File: src/rtl/cpu_sequencer_pkg.sv
// Shared processor definitions: ALU control codes, sequencer state encoding, defaults.
package cpu_sequencer_pkg;

    typedef enum logic [3:0] {
        ALU_ADD = 4'h0,
        ALU_SUB = 4'h1,
        ALU_AND = 4'h2,
        ALU_OR  = 4'h3,
        ALU_XOR = 4'h4,
        ALU_SHL = 4'h5,
        ALU_SHR = 4'h6,
        ALU_PASS = 4'h7
    } alu_ctrl_t;

    typedef enum logic [2:0] {
        S_IDLE      = 3'd0,
        S_FETCH     = 3'd1,
        S_DECODE    = 3'd2,
        S_EXECUTE   = 3'd3,
        S_WRITEBACK = 3'd4,
        S_PAUSE     = 3'd5,
        S_HALT      = 3'd6
    } seq_state_t;

    localparam logic [3:0] HALT_OPCODE_DEF = 4'hF;

    function automatic logic is_busy_state(seq_state_t s);
        return (s == S_FETCH) || (s == S_DECODE) || (s == S_EXECUTE) ||
               (s == S_WRITEBACK) || (s == S_PAUSE);
    endfunction

endpackage

File: src/rtl/cpu_sequencer_if.sv
// Control-unit <-> sequencer bundle: decoded instruction info in, datapath strobes out.
interface cpu_sequencer_if #(parameter int CNT_W = 16);
    import cpu_sequencer_pkg::*;

    logic             start;
    logic             step_mode;
    logic             step_req;
    logic             abort;
    logic [3:0]       opcode;
    logic [3:0]       pc;
    logic             dec_reg_we;
    logic             dec_mem_we;
    logic             pc_clr;
    logic             pc_inc;
    logic             ir_load;
    logic             reg_we;
    logic             mem_we;
    logic             busy;
    logic             halted;
    seq_state_t       state;
    logic [CNT_W-1:0] instr_count;

    modport master (
        output start, step_mode, step_req, abort, opcode, pc, dec_reg_we, dec_mem_we,
        input  pc_clr, pc_inc, ir_load, reg_we, mem_we, busy, halted, state, instr_count
    );

    modport slave (
        input  start, step_mode, step_req, abort, opcode, pc, dec_reg_we, dec_mem_we,
        output pc_clr, pc_inc, ir_load, reg_we, mem_we, busy, halted, state, instr_count
    );

endinterface

File: src/rtl/cpu_sequencer_seq_counter.sv
// Saturating up-counter with synchronous clear; clear wins over increment.
module seq_counter #(
    parameter int W = 16
) (
    input  logic         i_clk,
    input  logic         i_rst_n,
    input  logic         i_clr,
    input  logic         i_inc,
    output logic [W-1:0] o_count
);

    logic [W-1:0] r_count;

    always_ff @(posedge i_clk) begin
        if (!i_rst_n || i_clr) begin
            r_count <= '0;
        end else if (i_inc && (r_count != '1)) begin
            r_count <= r_count + W'(1);
        end
    end

    assign o_count = r_count;

endmodule

File: src/rtl/cpu_sequencer.sv
// Instruction sequencer FSM: FETCH/DECODE/EXECUTE/WRITEBACK with single-step pause and halt.
// Strobes are decoded from the current state; abort and reset squash every strobe.
module cpu_sequencer
    import cpu_sequencer_pkg::*;
#(
    parameter logic [3:0] HALT_OPCODE  = HALT_OPCODE_DEF,
    parameter bit         HALT_ON_WRAP = 1'b1,
    parameter int         CNT_W        = 16
) (
    input  logic          clk,
    input  logic          reset,
    cpu_sequencer_if.slave bus
);

    seq_state_t r_state;
    seq_state_t w_next;
    logic       w_pc_clr;
    logic       w_pc_inc;
    logic       w_ir_load;
    logic       w_reg_we;
    logic       w_mem_we;
    logic       w_cnt_clr;
    logic       w_cnt_inc;

    always_ff @(posedge clk) begin
        if (!reset) begin
            r_state <= S_IDLE;
        end else begin
            r_state <= w_next;
        end
    end

    always_comb begin
        w_next    = r_state;
        w_pc_clr  = 1'b0;
        w_pc_inc  = 1'b0;
        w_ir_load = 1'b0;
        w_reg_we  = 1'b0;
        w_mem_we  = 1'b0;
        w_cnt_clr = 1'b0;
        w_cnt_inc = 1'b0;
        case (r_state)
            S_IDLE, S_HALT: begin
                if (bus.start) begin
                    w_next    = S_FETCH;
                    w_pc_clr  = 1'b1;
                    w_cnt_clr = 1'b1;
                end
            end
            S_FETCH: begin
                w_ir_load = 1'b1;
                w_next    = S_DECODE;
            end
            S_DECODE: begin
                w_next = (bus.opcode == HALT_OPCODE) ? S_HALT : S_EXECUTE;
            end
            S_EXECUTE: begin
                w_next = S_WRITEBACK;
            end
            S_WRITEBACK: begin
                w_reg_we  = bus.dec_reg_we;
                w_mem_we  = bus.dec_mem_we;
                w_cnt_inc = 1'b1;
                // Halting at the top of program memory leaves the PC pointing at 15.
                if (HALT_ON_WRAP && (bus.pc == 4'hF)) begin
                    w_next = S_HALT;
                end else begin
                    w_pc_inc = 1'b1;
                    w_next   = bus.step_mode ? S_PAUSE : S_FETCH;
                end
            end
            S_PAUSE: begin
                if (bus.step_req) begin
                    w_next = S_FETCH;
                end
            end
            default: begin
                w_next = S_IDLE;
            end
        endcase
        // Abort and reset cancel whatever this cycle would have committed.
        if (bus.abort || !reset) begin
            w_next    = S_IDLE;
            w_pc_clr  = 1'b0;
            w_pc_inc  = 1'b0;
            w_ir_load = 1'b0;
            w_reg_we  = 1'b0;
            w_mem_we  = 1'b0;
            w_cnt_clr = 1'b0;
            w_cnt_inc = 1'b0;
        end
    end

    seq_counter #(.W(CNT_W)) u_instr_cnt (
        .i_clk   (clk),
        .i_rst_n (reset),
        .i_clr   (w_cnt_clr),
        .i_inc   (w_cnt_inc),
        .o_count (bus.instr_count)
    );

    assign bus.pc_clr  = w_pc_clr;
    assign bus.pc_inc  = w_pc_inc;
    assign bus.ir_load = w_ir_load;
    assign bus.reg_we  = w_reg_we;
    assign bus.mem_we  = w_mem_we;
    assign bus.busy    = reset && is_busy_state(r_state);
    assign bus.halted  = reset && (r_state == S_HALT);
    assign bus.state   = r_state;

endmodule

File: src/flat_wrapper.sv
// flat-port wrapper written by rule: the top's interface ports become plain ports
module cpu_sequencer_flat import cpu_sequencer_pkg::*;
#(
    parameter logic [3:0] HALT_OPCODE  = HALT_OPCODE_DEF,
    parameter bit         HALT_ON_WRAP = 1'b1,
    parameter int         CNT_W        = 16
)
  (clk, reset, bus_start, bus_step_mode, bus_step_req, bus_abort, bus_opcode, bus_pc, bus_dec_reg_we, bus_dec_mem_we, bus_pc_clr, bus_pc_inc, bus_ir_load, bus_reg_we, bus_mem_we, bus_busy, bus_halted, bus_state, bus_instr_count);
  cpu_sequencer_if #(.CNT_W(CNT_W)) bus_i ();
  input  logic clk;
  input  logic reset;
  input wire logic [$bits(bus_i.start)-1:0] bus_start;
  input wire logic [$bits(bus_i.step_mode)-1:0] bus_step_mode;
  input wire logic [$bits(bus_i.step_req)-1:0] bus_step_req;
  input wire logic [$bits(bus_i.abort)-1:0] bus_abort;
  input wire logic [$bits(bus_i.opcode)-1:0] bus_opcode;
  input wire logic [$bits(bus_i.pc)-1:0] bus_pc;
  input wire logic [$bits(bus_i.dec_reg_we)-1:0] bus_dec_reg_we;
  input wire logic [$bits(bus_i.dec_mem_we)-1:0] bus_dec_mem_we;
  output wire logic [$bits(bus_i.pc_clr)-1:0] bus_pc_clr;
  output wire logic [$bits(bus_i.pc_inc)-1:0] bus_pc_inc;
  output wire logic [$bits(bus_i.ir_load)-1:0] bus_ir_load;
  output wire logic [$bits(bus_i.reg_we)-1:0] bus_reg_we;
  output wire logic [$bits(bus_i.mem_we)-1:0] bus_mem_we;
  output wire logic [$bits(bus_i.busy)-1:0] bus_busy;
  output wire logic [$bits(bus_i.halted)-1:0] bus_halted;
  output wire logic [$bits(bus_i.state)-1:0] bus_state;
  output wire logic [$bits(bus_i.instr_count)-1:0] bus_instr_count;
  assign bus_i.start = bus_start;
  assign bus_i.step_mode = bus_step_mode;
  assign bus_i.step_req = bus_step_req;
  assign bus_i.abort = bus_abort;
  assign bus_i.opcode = bus_opcode;
  assign bus_i.pc = bus_pc;
  assign bus_i.dec_reg_we = bus_dec_reg_we;
  assign bus_i.dec_mem_we = bus_dec_mem_we;
  assign bus_pc_clr = bus_i.pc_clr;
  assign bus_pc_inc = bus_i.pc_inc;
  assign bus_ir_load = bus_i.ir_load;
  assign bus_reg_we = bus_i.reg_we;
  assign bus_mem_we = bus_i.mem_we;
  assign bus_busy = bus_i.busy;
  assign bus_halted = bus_i.halted;
  assign bus_state = bus_i.state;
  assign bus_instr_count = bus_i.instr_count;
  cpu_sequencer #(.HALT_OPCODE(HALT_OPCODE), .HALT_ON_WRAP(HALT_ON_WRAP), .CNT_W(CNT_W)) u_core (.clk(clk), .reset(reset), .bus(bus_i));
endmodule
File: config.mk
export PLATFORM = sky130hd
export DESIGN_NAME = cpu_sequencer_flat
export DESIGN_NICKNAME = d
export VERILOG_FILES = /design/src/rtl/cpu_sequencer_pkg.sv /design/src/rtl/cpu_sequencer_if.sv /design/src/rtl/cpu_sequencer_seq_counter.sv /design/src/rtl/cpu_sequencer.sv /design/src/flat_wrapper.sv
export SDC_FILE = /design/constraint.sdc
export NUM_CORES = 1
export LEC_CHECK = 0
export CAP_MARGIN = 20
export CORE_AREA = 2 2 58 60
export CTS_CLUSTER_SIZE = 25
export DETAILED_ROUTE_END_ITERATION = 16
export DIE_AREA = 0 0 60 62
export GPL_TIMING_DRIVEN = 1
export PLACE_DENSITY = 0.82
export SLEW_MARGIN = 0
export SYNTH_ARGS = -nofsm -noshare
export SYNTH_HDL_FRONTEND = slang
export SYNTH_HIERARCHICAL = 1
export SYNTH_SLANG_ARGS = --single-unit
File: constraint.sdc
create_clock -name clk -period 2.01 [get_ports clk]
set_clock_uncertainty 0.15 [all_clocks]
set_input_delay 0.402 -clock clk [delete_from_list [all_inputs] [get_ports clk]]
set_output_delay 0.402 -clock clk [all_outputs]
set_load 0.05 [all_outputs]
==> After elaboration in Yosys (flattened, before gate mapping) <==
Index checks and enable logic that the tools add are counted.
{ "word_totals": {"regBits": 19, "latch_bits": 0, "mem_bits_rw": 0, "mem_bits_ro": 0, "in_bits": 16, "mem_count": 0} }
{ "classes": {"addsub": 1, "mul": 0, "div_mod_pow": 0, "magnitude_cmp": 0, "eq_ne": 11, "shift": 0, "mux": 20, "bitwise_logic": 1, "n_reduce_logical": 14} }
{ "ops": {"columns": ["cell", "n"], "rows": [
  ["one-hot mux 3 bit (6 select lines)", 1],
  ["adder 16 x 1 -> 16 bit (second input constant)", 1],
  ["inequality test 16 bit (second input constant)", 1],
  ["two-way mux 3 bit", 5],
  ["two-way mux 1 bit", 14],
  ["equality test 3 bit (second input constant)", 3],
  ["equality test 4 bit (second input constant)", 2],
  ["equality test 3 x 2 -> 1 bit (second input constant)", 2],
  ["logical OR 1 bit", 6],
  ["inequality test 2 bit (second input constant)", 2],
  ["OR reduction 2 bit", 2],
  ["equality test 3 x 1 -> 1 bit (second input constant)", 1],
  ["logical AND 1 bit", 3],
  ["zero test 3 bit", 1],
  ["AND reduction 2 bit", 1],
  ["zero test 1 bit", 1],
  ["NOT 1 bit", 1]
]} }

==> Depth between registers and ports, before layout <==
{ "logic_depth": {"word_depth": 6, "ltp_mapped": 9, "ltp_nobuf": 7} }

==> Cells and area by module <==
Netlist, hierarchy kept.
{ "by_module_without_submodules": {"columns": ["mod", "n_inst", "cells_each", "area_per_inst_um2"], "rows": [
  ["seq_counter", 1, 94, 862.1],
  ["cpu_sequencer", 1, 44, 327.8]
]} }

==> Worst setup path before layout <==
OpenSTA, ideal clock, no wires.
{ "synth_timing": {"kind": "flip-flop to flip-flop", "startpoint": "reg u_core.r_state[1], in the netlist u_core/bus.state[1]", "endpoint": "reg u_core.u_instr_cnt.r_count[9], in the netlist u_core/u_instr_cnt/o_count[9]", "setup_ns": 0.116, "arrival_time_ns": 2.900, "setup_slack_ns": -1.156, "path_stages_with_launch": 10, "path_buffers": 2, "period_less_slack_ns": 3.166, "path_cell_list": "dfxtp_1 > buf_6 > nand2b_1 > nand3b_1 > nor3_1 > nor2b_1 > clkbuf_1 > nand2_1 > a31oi_1 > a41o_1"} }
{ "synth_between": {"elab_chain_cells": 5, "elab_cells_between_ends": 10, "classes_between": "2 x eq/ne; 4 x mux; 4 x reduce/logical"} }
{ "synth_lines": {"columns": ["element", "line_no", "text"], "rows": [
  ["start: declaration", "cpu_sequencer.sv:15", "seq_state_t r_state;"],
  ["start signal: assignment", "cpu_sequencer.sv:29", "r_state <= w_next;"],
  ["equality test 3 bit / zero test 3 bit (equally long branches)", null, null],
  ["OR reduction 2 bit (*)", null, null],
  ["two-way mux 1 bit (*) (2 in a row)", null, null],
  ["named net bus_pc_clr", "flat_wrapper.sv:20", "output wire logic [$bits(bus_i.pc_clr)-1:0] bus_pc_clr;"],
  ["logical OR 1 bit (*)", "cpu_sequencer_seq_counter.sv:15", "if (!i_rst_n || i_clr) begin"],
  ["end signal: assignment", "cpu_sequencer_seq_counter.sv:18", "r_count <= r_count + W'(1);"],
  ["end: declaration", "cpu_sequencer_seq_counter.sv:12", "logic [W-1:0] r_count;"]
]} }
The timed path passes the listed nets; every way through them passes the cells marked *.
A chain may end at the register's enable or synchronous reset.

==> Worst setup path after layout <==
{ "layout_timing": {"startpoint": "reg u_core.r_state[0], in the netlist u_core/bus.state[0]", "endpoint": "out bus_pc_clr"} }
{ "layout_between": {"elab_chain_cells": 4, "elab_cells_between_ends": 5, "classes_between": "1 x eq/ne; 2 x mux; 2 x reduce/logical"} }
{ "layout_lines": {"columns": ["element", "line_no", "text"], "rows": [
  ["equality test 3 bit / zero test 3 bit (equally long branches)", "cpu_sequencer.sv:42", "case (r_state)"],
  ["OR reduction 2 bit (*)", "cpu_sequencer.sv:42", null],
  ["two-way mux 1 bit (*)", "cpu_sequencer.sv:42", null],
  ["two-way mux 1 bit (*)", "cpu_sequencer.sv:82", "if (bus.abort || !reset) begin"],
  ["end: declaration", "flat_wrapper.sv:20", null]
]} }
Every way passes the cells marked *; elsewhere a longest branch is shown, timed or not.

==> results.cfg <==
[status]
outcome = finished, violations left
failed_checks = setup timing

[die]
area_of_the_placeable_core_um2 = 3180
start_util_pct = 37.4
die_height_um = 62
die-area_um2 = 3720
dieWidth_um = 60
num_rows = 21
io_pins = 42

[clocking]
cts_tree = done
cts.root.buffer_cell = clkbuf_4
post_cts_hold_buffer_count = 0
cts.sink_count = 19
ctsLongestPathBuffers = 2
worst_setup_hold_path_clk_slew_ns = 0.11
clkLatencyLatePin_ns = 0.29
cts_max_level = 1
numCtsBuffers = 3

[timing]
final_period_minus_worst_setup_slack_ns = 2.01
max_freq_mhz = 497
rsz0062_at_grt = yes
finalMaxSlewViolations = 0
worst_slack_ns = -0.00190
finalSetupViolations = 1
worstMarginPinSlew_ns = 0.430
finalHoldViolCount = 0
holdWs_ns = 0.359
post_route_fraction_of_the_period_consumed_by_the_critical_path_pct = 100
relSlewSlack_pct = 71.0

[critical_path]
critPathMaxFanout = 12
crit_type = register to primary output
timing.critical_path.arrival_ns = 1.46
worst_ep_required_time_ns = 1.46
critPathCaptureType = primary output
cp-start-kind = register

[detailed_routing]
drt_iter0_drc = 42
drt_wl_total_um = 3590
post_drt_wl_per_cell_um = 14.1
routed_via_density = 5.54
route.vias.total = 1408
met2WireLength_um = 1850
route.detailed.drc = 0
top_signal_layer_used = met4
dr.pass1.iters = 4
antenna_left = 0
met3_wl_um = 202
wl_met1_um = 1450

[layout]
postLayoutCoreUtil_pct = 64.8
commonest_cells_after_routing_fill_and_taps_aside = buf_4 (45), dfxtp_1 (16), nand2_1 (15), clkdlybuf4s50_1 (13), buf_12 (8)
drive_gt1_share_pct = 45.2
layout.nets = 226
most_common_library_cell_in_the_layout_ignoring_fill_and_taps = buf_4
area.growth.synth_to_final_pct = 73.2
insertedDiodeCount = 0

[global_routing]
pin_count_of_the_biggest_net_entering_global_routing = 13
grt_remaining_overflow = 0
first_pass_grt_wire_length_um = 5920
antenna_violations_before_repair = 0
track_usage_pct = 20.4
first_global_vias = 1354

[pwr]
combinationalPowerShare_pct = 23.4
share_clk_of_total_power_pct = 25.5
cell_internal_pwr_mw = 0.544
worst_ir_drop_vdd_v = 0.000190
switching_power_mw = 0.201
p_per_area_nw_per_um2 = 362
leakagePower_nw = 0.831
switching_share_pct = 27.0
sequentialPowerShare_pct = 51.1

[synth]
gate_count_of_the_mapped_netlist = 138
ys_ff_latch = 19
async_set_reset_flop_share_out_of_synthesis_pct = 0
postSynthNetCount = 155
synth_enable_flop_cells = 0
synthDistinctLibCells = 44
top_ff_cell_synth = dfxtp_1
synth.avg_cell_area_um2 = 8.62
synth_sequential_area_ratio_pct = 32.0
synthesis.area_um2 = 1190
yosysWarnings = 6

[place]
io_buffer_count = 41
detail_placement_hpwl_um = 2730
routabilityCongestion = 0.821

[run]
maxCapViolations = 0

[worst_hold_path]
hold_path.class = register to register
==> stage by stage <==
stage | instance area (µm²) | std cells | setup slack, ns | TNS, ns | power [mW]
2_1_floorplan | 1270 | 138 | -0.231 | -1.58 | 0.471
3_3_place_gp | 1910 | 244 | -0.414 | -4.84 | 0.549
3_5_place_dp | 1910 | 244 | -0.460 | -5.77 | 0.553
4_1_cts | 1980 | 252 | 0.00340 | 0 | 0.750
5_1_grt | 2060 | 254 | -0.0788 | -0.386 | 0.781
6_report | 2060 | 254 | -0.00190 | -0.00190 | 0.746
==> worst paths after layout <==
check | from | end | slack, ns | depth (start not counted)
worst min register to register | u_core/u_instr_cnt/o_count[1]$_SDFFE_PP0P_ | u_core/u_instr_cnt/o_count[1]$_SDFFE_PP0P_ | 0.36 | 2
worst min-delay path | u_core/u_instr_cnt/o_count[1]$_SDFFE_PP0P_ | u_core/u_instr_cnt/o_count[1]$_SDFFE_PP0P_ | 0.36 | 2
worst max-delay path | u_core/bus.state[0]$_SDFFE_PP0P_ | bus_pc_clr | -0.002 | 5
worst max register to register | u_core/bus.state[0]$_SDFFE_PP0P_ | u_core/u_instr_cnt/o_count[15]$_SDFFE_PP0P_ | 0.02 | 7
==> power by group through the flow <==
stage | clock network (mW) | logic, mW | registers [mW]
CTS | 0.200 | 0.169 | 0.381
global route | 0.215 | 0.184 | 0.382
floorplan | 0 | 0.0697 | 0.401
detailed placement | 0 | 0.162 | 0.391
finish | 0.190 | 0.175 | 0.381
global placement | 0 | 0.158 | 0.391
==> final cells by class <==
class	count	area (µm²)
fillers	256	1120
multi-input cells	112	901
repair buffers	71	679
flip-flops and latches	19	389
well taps	46	57.6
clock buffers	4	26.3
inverters	2	7.51
==> cells by family after synthesis <==
| logic type | Yosys count | share of synthesized area (%) |
|---|---|---|
| buffers and inverters | 7 | 3.58 |
| and+or+nand+nor | 73 | 39.6 |
| DFF | 19 | 32.0 |
| xor gates and xnor gates | 1 | 0.736 |
| adders and majority gates | 1 | 1.05 |
| AOI/OAI and AO/OA | 37 | 23.0 |
==> state kept, by name (all words and copies together), names as in the netlist <==
name,flops
u_core/u_instr_cnt/o_count,16
u_core/bus.state,3
==> layer usage <==
layer / up-vias / GRT usage (%)
li1: 680 / -
met1: 654 / 24.3
met2: 64 / 36.5
met3: 10 / 2.90
met4: 0 / 9.21
met5: - / 0
==> worst max-delay path: stages, from the launching register on <==
cell and delay [ns]:
dfxtp_4 0.36, buf_4 0.17, nand3b_1 0.21, nor3_4 0.17, buf_6 0.13, buf_12 0.12
==> synthesized netlist by cell type (5+ instances only) <==
master    n  area share [%]
nand2_1  15             4.7
nand3_1   6             2.5
and2_1    5             2.6
a21oi_1   7             2.9
and4_1    6             4.4
dfxtp_1  19              32
nor2_1    8             2.5
==> repair_timing <==
item / 4_1_cts / 5_1_grt
buffers inserted: 4 / 2
gates resized for setup: 8 / 14
endpoints found under the setup margin: 15 / 14
pin swaps: 4 / 6
hold endpoints to repair: 0 / 0
Note: power is estimated with default switching activity, not from simulation.
